`config.mk`:
```
export PLATFORM = sky130hd
export DESIGN_NAME = am_envelope_post
export DESIGN_NICKNAME = d
export VERILOG_FILES = /design/src/rtl/am_dsp_pkg.sv /design/src/rtl/isqrt16_serial.sv /design/src/rtl/am_envelope_post.sv
export SDC_FILE = /design/constraint.sdc
export NUM_CORES = 1
export LEC_CHECK = 0
export CAP_MARGIN = 0
export CORE_MARGIN = 5
export CORE_UTILIZATION = 57
export DETAILED_ROUTE_END_ITERATION = 12
export PLACE_DENSITY = 0.78
export SLEW_MARGIN = 10
export SYNTH_ARGS = -nofsm -noshare
export SYNTH_HDL_FRONTEND = slang
export SYNTH_SLANG_ARGS = --single-unit
```
`constraint.sdc`:
```
create_clock -name clk -period 11.2 [get_ports clk]
set_clock_uncertainty 0.2 [all_clocks]
set_input_delay 1.68 -clock clk [delete_from_list [all_inputs] [get_ports clk]]
set_output_delay 1.68 -clock clk [all_outputs]
set_load 0.01 [all_outputs]
```
`src/rtl/am_dsp_pkg.sv`:
```
// Shared widths and FSM state type for the AM envelope post-processing path.
package am_dsp_pkg;
    localparam int SQ_W   = 16;
    localparam int MAG_W  = 8;
    localparam int Q_FRAC = 8;

    typedef enum logic [1:0] {
        IDLE = 2'd0,
        SQRT = 2'd1,
        DCR  = 2'd2,
        OUT  = 2'd3
    } am_state_t;
endpackage

```
`src/rtl/isqrt16_serial.sv`:
```
// Bit-serial restoring integer square root: one root bit per cycle, MSB first.
module isqrt16_serial
    import am_dsp_pkg::*;
(
    input  logic             clk,
    input  logic             rst,
    input  logic             start,
    input  logic [SQ_W-1:0]  radicand,
    output logic             done,
    output logic [MAG_W-1:0] root
);
    logic [SQ_W-1:0] rad;
    logic [7:0]      rem;
    logic [2:0]      cnt;
    logic            busy;
    logic [9:0]      rem_sh;
    logic [9:0]      trial;
    logic            ge;

    // Partial remainder never exceeds 2*root, so 8 bits hold it between steps.
    assign rem_sh = {rem, rad[SQ_W-1 -: 2]};
    assign trial  = {root, 2'b01};
    assign ge     = (rem_sh >= trial);
    assign done   = busy && (cnt == 3'd0);

    always_ff @(posedge clk) begin
        if (rst) begin
            rad  <= '0;
            rem  <= '0;
            root <= '0;
            cnt  <= '0;
            busy <= 1'b0;
        end else if (start) begin
            rad  <= radicand;
            rem  <= '0;
            root <= '0;
            cnt  <= 3'd7;
            busy <= 1'b1;
        end else if (busy) begin
            rad  <= {rad[SQ_W-3:0], 2'b00};
            rem  <= 8'(ge ? (rem_sh - trial) : rem_sh);
            root <= {root[MAG_W-2:0], ge};
            cnt  <= cnt - 3'd1;
            if (cnt == 3'd0)
                busy <= 1'b0;
        end
    end
endmodule

```
`src/rtl/am_envelope_post.sv`:
```
// AM envelope post-processing: sqrt of I^2+Q^2, then leaky DC removal to Q8.8 audio.
//  state | meaning
//  IDLE  | ready for a sample; square_in captured by the sqrt unit on sample_valid
//  SQRT  | 8 root-bit iterations, counter 7 down to 0
//  DCR   | subtract DC estimate, saturate to audio_out, update DC estimate
//  OUT   | pulse audio_valid, return to IDLE
module am_envelope_post
    import am_dsp_pkg::*;
#(
    parameter int DC_SHIFT = 6
) (
    input  logic               clk,
    input  logic               rst,
    input  logic               sample_valid,
    input  logic [SQ_W-1:0]    square_in,
    output logic               ready,
    output logic signed [15:0] audio_out,
    output logic               audio_valid,
    output logic               overrun
);
    am_state_t         state;
    logic [2:0]        counter;
    logic [15:0]       dc_est;
    logic              sqrt_start;
    logic              sqrt_done;
    logic [MAG_W-1:0]  mag;
    logic signed [16:0] diff;
    logic [15:0]       dc_step;
    logic [15:0]       diff_sat;

    assign sqrt_start = (state == IDLE) && sample_valid;

    isqrt16_serial u_sqrt (
        .clk      (clk),
        .rst      (rst),
        .start    (sqrt_start),
        .radicand (square_in),
        .done     (sqrt_done),
        .root     (mag)
    );

    assign diff = $signed({1'b0, mag, {Q_FRAC{1'b0}}}) - $signed({1'b0, dc_est});
    // The true sum stays within 0..65280, so modulo-2^16 addition is exact.
    assign dc_step = 16'(diff >>> DC_SHIFT);

    always_comb begin
        diff_sat = diff[15:0];
        if (diff[16:15] == 2'b01)
            diff_sat = 16'h7fff;
        else if (diff[16:15] == 2'b10)
            diff_sat = 16'h8000;
    end

    always_ff @(posedge clk) begin
        if (rst) begin
            state       <= IDLE;
            ready       <= 1'b1;
            audio_out   <= '0;
            audio_valid <= 1'b0;
            overrun     <= 1'b0;
            dc_est      <= '0;
            counter     <= '0;
        end else begin
            audio_valid <= 1'b0;
            if (sample_valid && !ready)
                overrun <= 1'b1;
            case (state)
                IDLE: begin
                    if (sample_valid) begin
                        state   <= SQRT;
                        ready   <= 1'b0;
                        counter <= 3'd7;
                    end
                end
                SQRT: begin
                    if (counter == 3'd0 && sqrt_done)
                        state <= DCR;
                    else
                        counter <= counter - 3'd1;
                end
                DCR: begin
                    audio_out <= diff_sat;
                    dc_est    <= dc_est + dc_step;
                    state     <= OUT;
                end
                OUT: begin
                    audio_valid <= 1'b1;
                    ready       <= 1'b1;
                    state       <= IDLE;
                end
                default: begin
                    state <= IDLE;
                    ready <= 1'b1;
                end
            endcase
        end
    end
endmodule

```
After elaboration in Yosys (flattened, before gate mapping)
Index checks and enable logic that the tools add are counted.
{"block": "classes", "n_addsub": 5, "mul": 0, "div": 0, "magnitude_cmp": 1, "eq_ne": 8, "shifts": 0, "n_mux": 19, "n_bitwise": 0, "n_reduce_logical": 15}
{"operator": "16-bit 2-to-1 mux", "count": 4}
{"operator": "16-bit by 16-bit subtractor with 17-bit output", "count": 1}
{"operator": "16-bit adder", "count": 1}
{"operator": "3-bit 2-to-1 mux", "count": 4}
{"operator": "10-bit greater-or-equal comparator", "count": 1}
{"operator": "8-bit 2-to-1 mux", "count": 1}
{"operator": "2-bit case mux with 4 select lines", "count": 1}
{"operator": "8-bit subtractor", "count": 1}
{"operator": "2-bit == test, second input constant", "count": 3}
{"operator": "3-bit logical NOT", "count": 2}
{"operator": "2-bit != test, second input constant", "count": 3}
{"operator": "3-bit case mux with 2 select lines", "count": 1}
{"operator": "2-bit nonzero test", "count": 3}
{"operator": "3-bit by 1-bit subtractor with 3-bit output, second input constant", "count": 2}
{"operator": "1-bit 2-to-1 mux", "count": 5}
{"operator": "2-bit by 1-bit == test with 1-bit output, second input constant", "count": 2}
{"operator": "1-bit logical AND", "count": 4}
{"operator": "2-bit 2-to-1 mux", "count": 2}
{"operator": "2-bit AND reduction", "count": 2}
{"operator": "3-bit AND reduction", "count": 1}
{"operator": "2-bit logical NOT", "count": 1}
{"operator": "1-bit case mux with 2 select lines", "count": 1}
{"operator": "2-bit OR reduction", "count": 1}
{"operator": "1-bit logical NOT", "count": 1}
{"block": "word_totals", "register_bits": 76, "latchBits": 0, "ramBits": 0, "rom_bits": 0, "in_bits": 19, "output_inout_bits": 19, "elab_cells": 60, "mem_count": 0}

Longest topological paths before layout
{"block": "logic_depth", "depth_word": 5, "depth_mapped": 17, "depth_no_buf": 16}

By module
From an unflattened synthesis, not the netlist that was laid out.
{"block": "hier_totals", "hier_cells": 597, "area_unflattened_um2": 4906.0}
{"mod": "am_envelope_post", "instances": 1, "cells_each": 355, "area_per_inst_um2": 2935.3, "seq_area_each_um2": 800.8}
{"mod": "isqrt16_serial", "instances": 1, "cells_each": 242, "area_per_inst_um2": 1970.6, "seq_area_each_um2": 720.7}

Least setup slack after synthesis
No wires, ideal clock.
{"block": "synth_timing", "path_type": "register -> register", "startpoint": "register dc_est[9]", "endpoint": "register dc_est[15]", "setup_time_ps": 70, "arrival_ps": 3563, "required_time_ps": 10930, "path_slack_ps": 7366, "stages_incl_launch_ff": 18, "n_path_buf": 2, "synth_period_minus_slack_ps": 3834, "cell_sequence": "dfxtp_1 -> inv_1 -> ha_1 -> a211o_1 -> a21oi_1 -> a311oi_1 -> a211o_1 -> buf_2 -> inv_1 -> buf_2 -> ha_1 -> a21o_1 -> a211o_1 -> a211oi_1 -> a21oi_1 -> xnor2_1 -> or3_1 -> a21oi_1"}
{"block": "synth_between", "elab_chain_cells": 2}
{"element": "start, declared", "line_no": "am_envelope_post.sv:23", "text": "logic [15:0] dc_est;"}
{"element": "start signal, assigned", "line_no": "am_envelope_post.sv:83", "text": "dc_est <= dc_est + dc_step;"}
{"element": "16-bit by 16-bit subtractor with 17-bit output", "line_no": "am_envelope_post.sv:42", "text": "assign diff = $signed({1'b0, mag, {Q_FRAC{1'b0}}}) - $signed({1'b0, dc_est});"}
{"element": "16-bit adder (*)", "line_no": "am_envelope_post.sv:83"}
Every way passes the cells marked *; elsewhere a longest branch is shown, timed or not.
A chain may end at the register's enable or synchronous reset.

Worst setup path in the final report
{"block": "layout_timing", "startpoint": "register dc_est[8]", "endpoint": "register dc_est[15]"}
The elaborated chain is that of the path after synthesis.

==> flow_summary_export.csv <==
group,metric,value,unit
yosys,synth-simple-area-share,0.149,
clock_tree,cts.repair.resized,0,
yosys,synth_edf_count,0,
route,wl,10.1,mm
critical_path,max_stage_delay,510,ps
critical_path,arrival,4690,ps
sta,finalHoldViolCount,0,
sta,period_share,0.413,
placed_design,dpl-instance-area,5120,um^2
yosys,synth_top_cell_by_area,"dfxtp_1",
route,ant_nets,0,
die,die_y,101,um
critical_path,cp_slowest_cell,"a211o_1",
placed_design,port_buffers,37,
route,wl_per_cell,14.8,um
critical_path,cp-end-kind,"flop",
clock_tree,cts_tree,"built",
critical_path,crit_end,"dc_est[15]",
critical_path,cp_max_fo,19,
sta,tns,0,ps
sta,slew_violations,0,
sta,rsz0062_at_grt,"no",
grt,grt_max_degree,60,
grt,grt_pass1_vias,3855,
yosys,synth.top_cells.by_area,"dfxtp_1 32%, ha_1 11%, mux2i_1 8.1%",
yosys,yosys_most_used_dff,"dfxtp_1",
route,via_count,3960,
die,ios,38,
yosys,synth.avg_cell_area,8.57,um^2
yosys,synthArstFlopShare,0,
die,num_rows,33,
yosys,synth.most_common_cell,"dfxtp_1",
route,drt_pre_antenna_iters,5,
yosys,ys_ff_latch,76,
die,core_area,8130,um^2
job,cap_violations,0,
outcome,status,"finished clean",
route,via_per_inst,5.77,
placed_design,hpwl,7.28,mm
sta,layout_min_cycle_time,4620,ps
clock_tree,clock_path_buffers,2,
route,drc,0,
clock_tree,cts_sinks,76,
layout,stdcell_area,5340,um^2
yosys,synth_cells,551,
critical_path,crit_chain,"inv_1 -> ha_1 -> nor2b_1 -> nand4_1 -> a311oi_1 -> a211o_1 -> inv_1 -> ha_1 -> a21o_1 -> a211o_1 -> a211oi_1 -> a21oi_1 -> xnor2_1 -> or3_1 -> a21oi_1",
clock_tree,post_cts_buffers,0,
yosys,synth_top_family_by_area,"compound AO/OA/AOI/OAI gates",
critical_path,rr_startpoint,"dc_est[8]",
yosys,yosysTopAreaCellShare,0.322,
sta,relSlewSlack,0.269,
layout,finalNetCount,638,
critical_path,crit_type,"reg -> reg",
clock_tree,cts-root-buf,"clkbuf_8",
yosys,ys_seq_area_frac,0.322,
critical_path,required,11270,ps
critical_path,cp-startpoint,"dc_est[8]",
yosys,synth_compound_area_frac,0.221,
critical_path,r2r_cells,15,
die,die_x,101,um
grt,antenna_found_initial,0,
critical_path,r2r-end,"dc_est[15]",
sta,tightest_slew,1100,ps
grt,grt_pass1_wl,17.5,mm
clock_tree,numCtsBuffers,9,
clock_tree,clk_pin_slew,90,ps
die,die_area,10200,um^2
yosys,synth_warnings,0,
grt,grt.total_usage,0.208,
clock_tree,clock_latency,350,ps
yosys,muxShareOfSynthArea,0.0829,
die,start_util,0.581,
critical_path,start_kind,"flop",
placed_design,gp_congestion,0.927,
yosys,ys_top_cells_by_count,"76 x dfxtp_1, 62 x nor2_1, 44 x a21oi_1",
worst_hold_path,hold_class,"reg -> reg",
grt,grt_overflow,0,
clock_tree,cts_htree_levels,3,
route,initialDrtViolationCount,153,
layout,area_growth,13.0,%
layout,drive_above_1_share,0.0637,
yosys,synthAdderAreaFrac,0.115,
yosys,ys_types,56,
sta,setup_violations,0,
critical_path,r2r_slack,6580,ps
yosys,synth_nets,613,
clock_tree,cts_hold_buf,0,
sta,max_clock_freq,216,MHz
layout,antennaDiodeCount,0,
yosys,syn_area,4720,um^2
yosys,synthXorXnorAreaFrac,0.0538,
## worst min path at each step
stage,to,startpoint,cells after the start
2_1_floorplan,counter[1],counter[1],2
3_3_place_gp,overrun,overrun,2
3_5_place_dp,audio_out[0],audio_out[0],2
4_1_cts,audio_out[0],audio_out[0],2
5_1_grt,dc_est[11],dc_est[11],2
6_report,audio_out[0],audio_out[0],2
## kinds of logic (layout without fill, tap and decap cells)
kind of cell,Yosys count,count (layout)
multiplexers,39,39
XOR/XNOR,29,29
adder cells (fa/ha/maj),43,43
flip-flops,76,76
AND/OR/NAND/NOR,145,145
AO/OA/AOI/OAI,158,158
buffers and inverters,61,91
## critical path, delay by kind of cell (launching register included)
family / cells / cell delay (ps)
AOI/OAI and AO/OA: 7 / 1860
DFF: 1 / 370
adders and majority gates: 2 / 770
buffers and inverters: 2 / 480
xor gates and xnor gates: 1 / 150
and+or+nand+nor: 3 / 720
## placed cells by master, fill, tap and decap left out, drive strengths merged, types with 5 or more instances in the layout
cell type	synthesis	routed
ha	42	42
dfxtp	76	76
a311oi	7	7
a211oi	23	23
nor2b	7	7
inv	34	36
a21oi	44	44
o21ai	34	34
mux2i	38	38
xor2	11	11
nand3	10	10
and3	5	5
a21o	12	12
nor3	5	5
clkbuf	14	9
clkdlybuf4s50	0	36
nand2	28	28
o21a	7	7
xnor2	18	18
o221a	5	5
nor2	62	62
## cell type report
type | count | area [um^2]
fillers | 657 | 2800
clock buffers | 9 | 124
multi-input cells | 414 | 2940
flip-flops and latches | 76 | 1520
inverters | 35 | 136
clock inverters | 7 | 97.6
repair buffers | 40 | 388
well taps | 105 | 131
## layer usage
layer / vias to the layer above / global-route usage / routed length [um]
met5: - / 0 / 0
met2: 51 / 0.350 / 4790
met4: 0 / 0.0593 / 114
li1: 2033 / - / -
met3: 10 / 0.0311 / 294
met1: 1866 / 0.276 / 4950
## sequential cells by signal, summed over array words and instances, names as in the netlist
register     count
audio_out       16
dc_est          16
u_sqrt.rad      16
u_sqrt.rem       8
u_sqrt.root      8
counter          3
u_sqrt.cnt       3
state            2
audio_valid      1
overrun          1
ready            1
u_sqrt.busy      1
## per-stage QoR
step | hold slack, ps | setup WS, ps | utilization | cells
2_1_floorplan | 256 | 7370 | - | 551
3_3_place_gp | 250 | 6900 | 0.629 | 670
3_5_place_dp | 280 | 6700 | 0.629 | 670
4_1_cts | 293 | 6660 | 0.656 | 686
5_1_grt | 309 | 6250 | 0.656 | 686
6_report | 287 | 6580 | 0.656 | 686
Power is left out: the tool's default activity adds up to more than one toggle a clock period on the data nets, which glitch-free logic cannot reach.
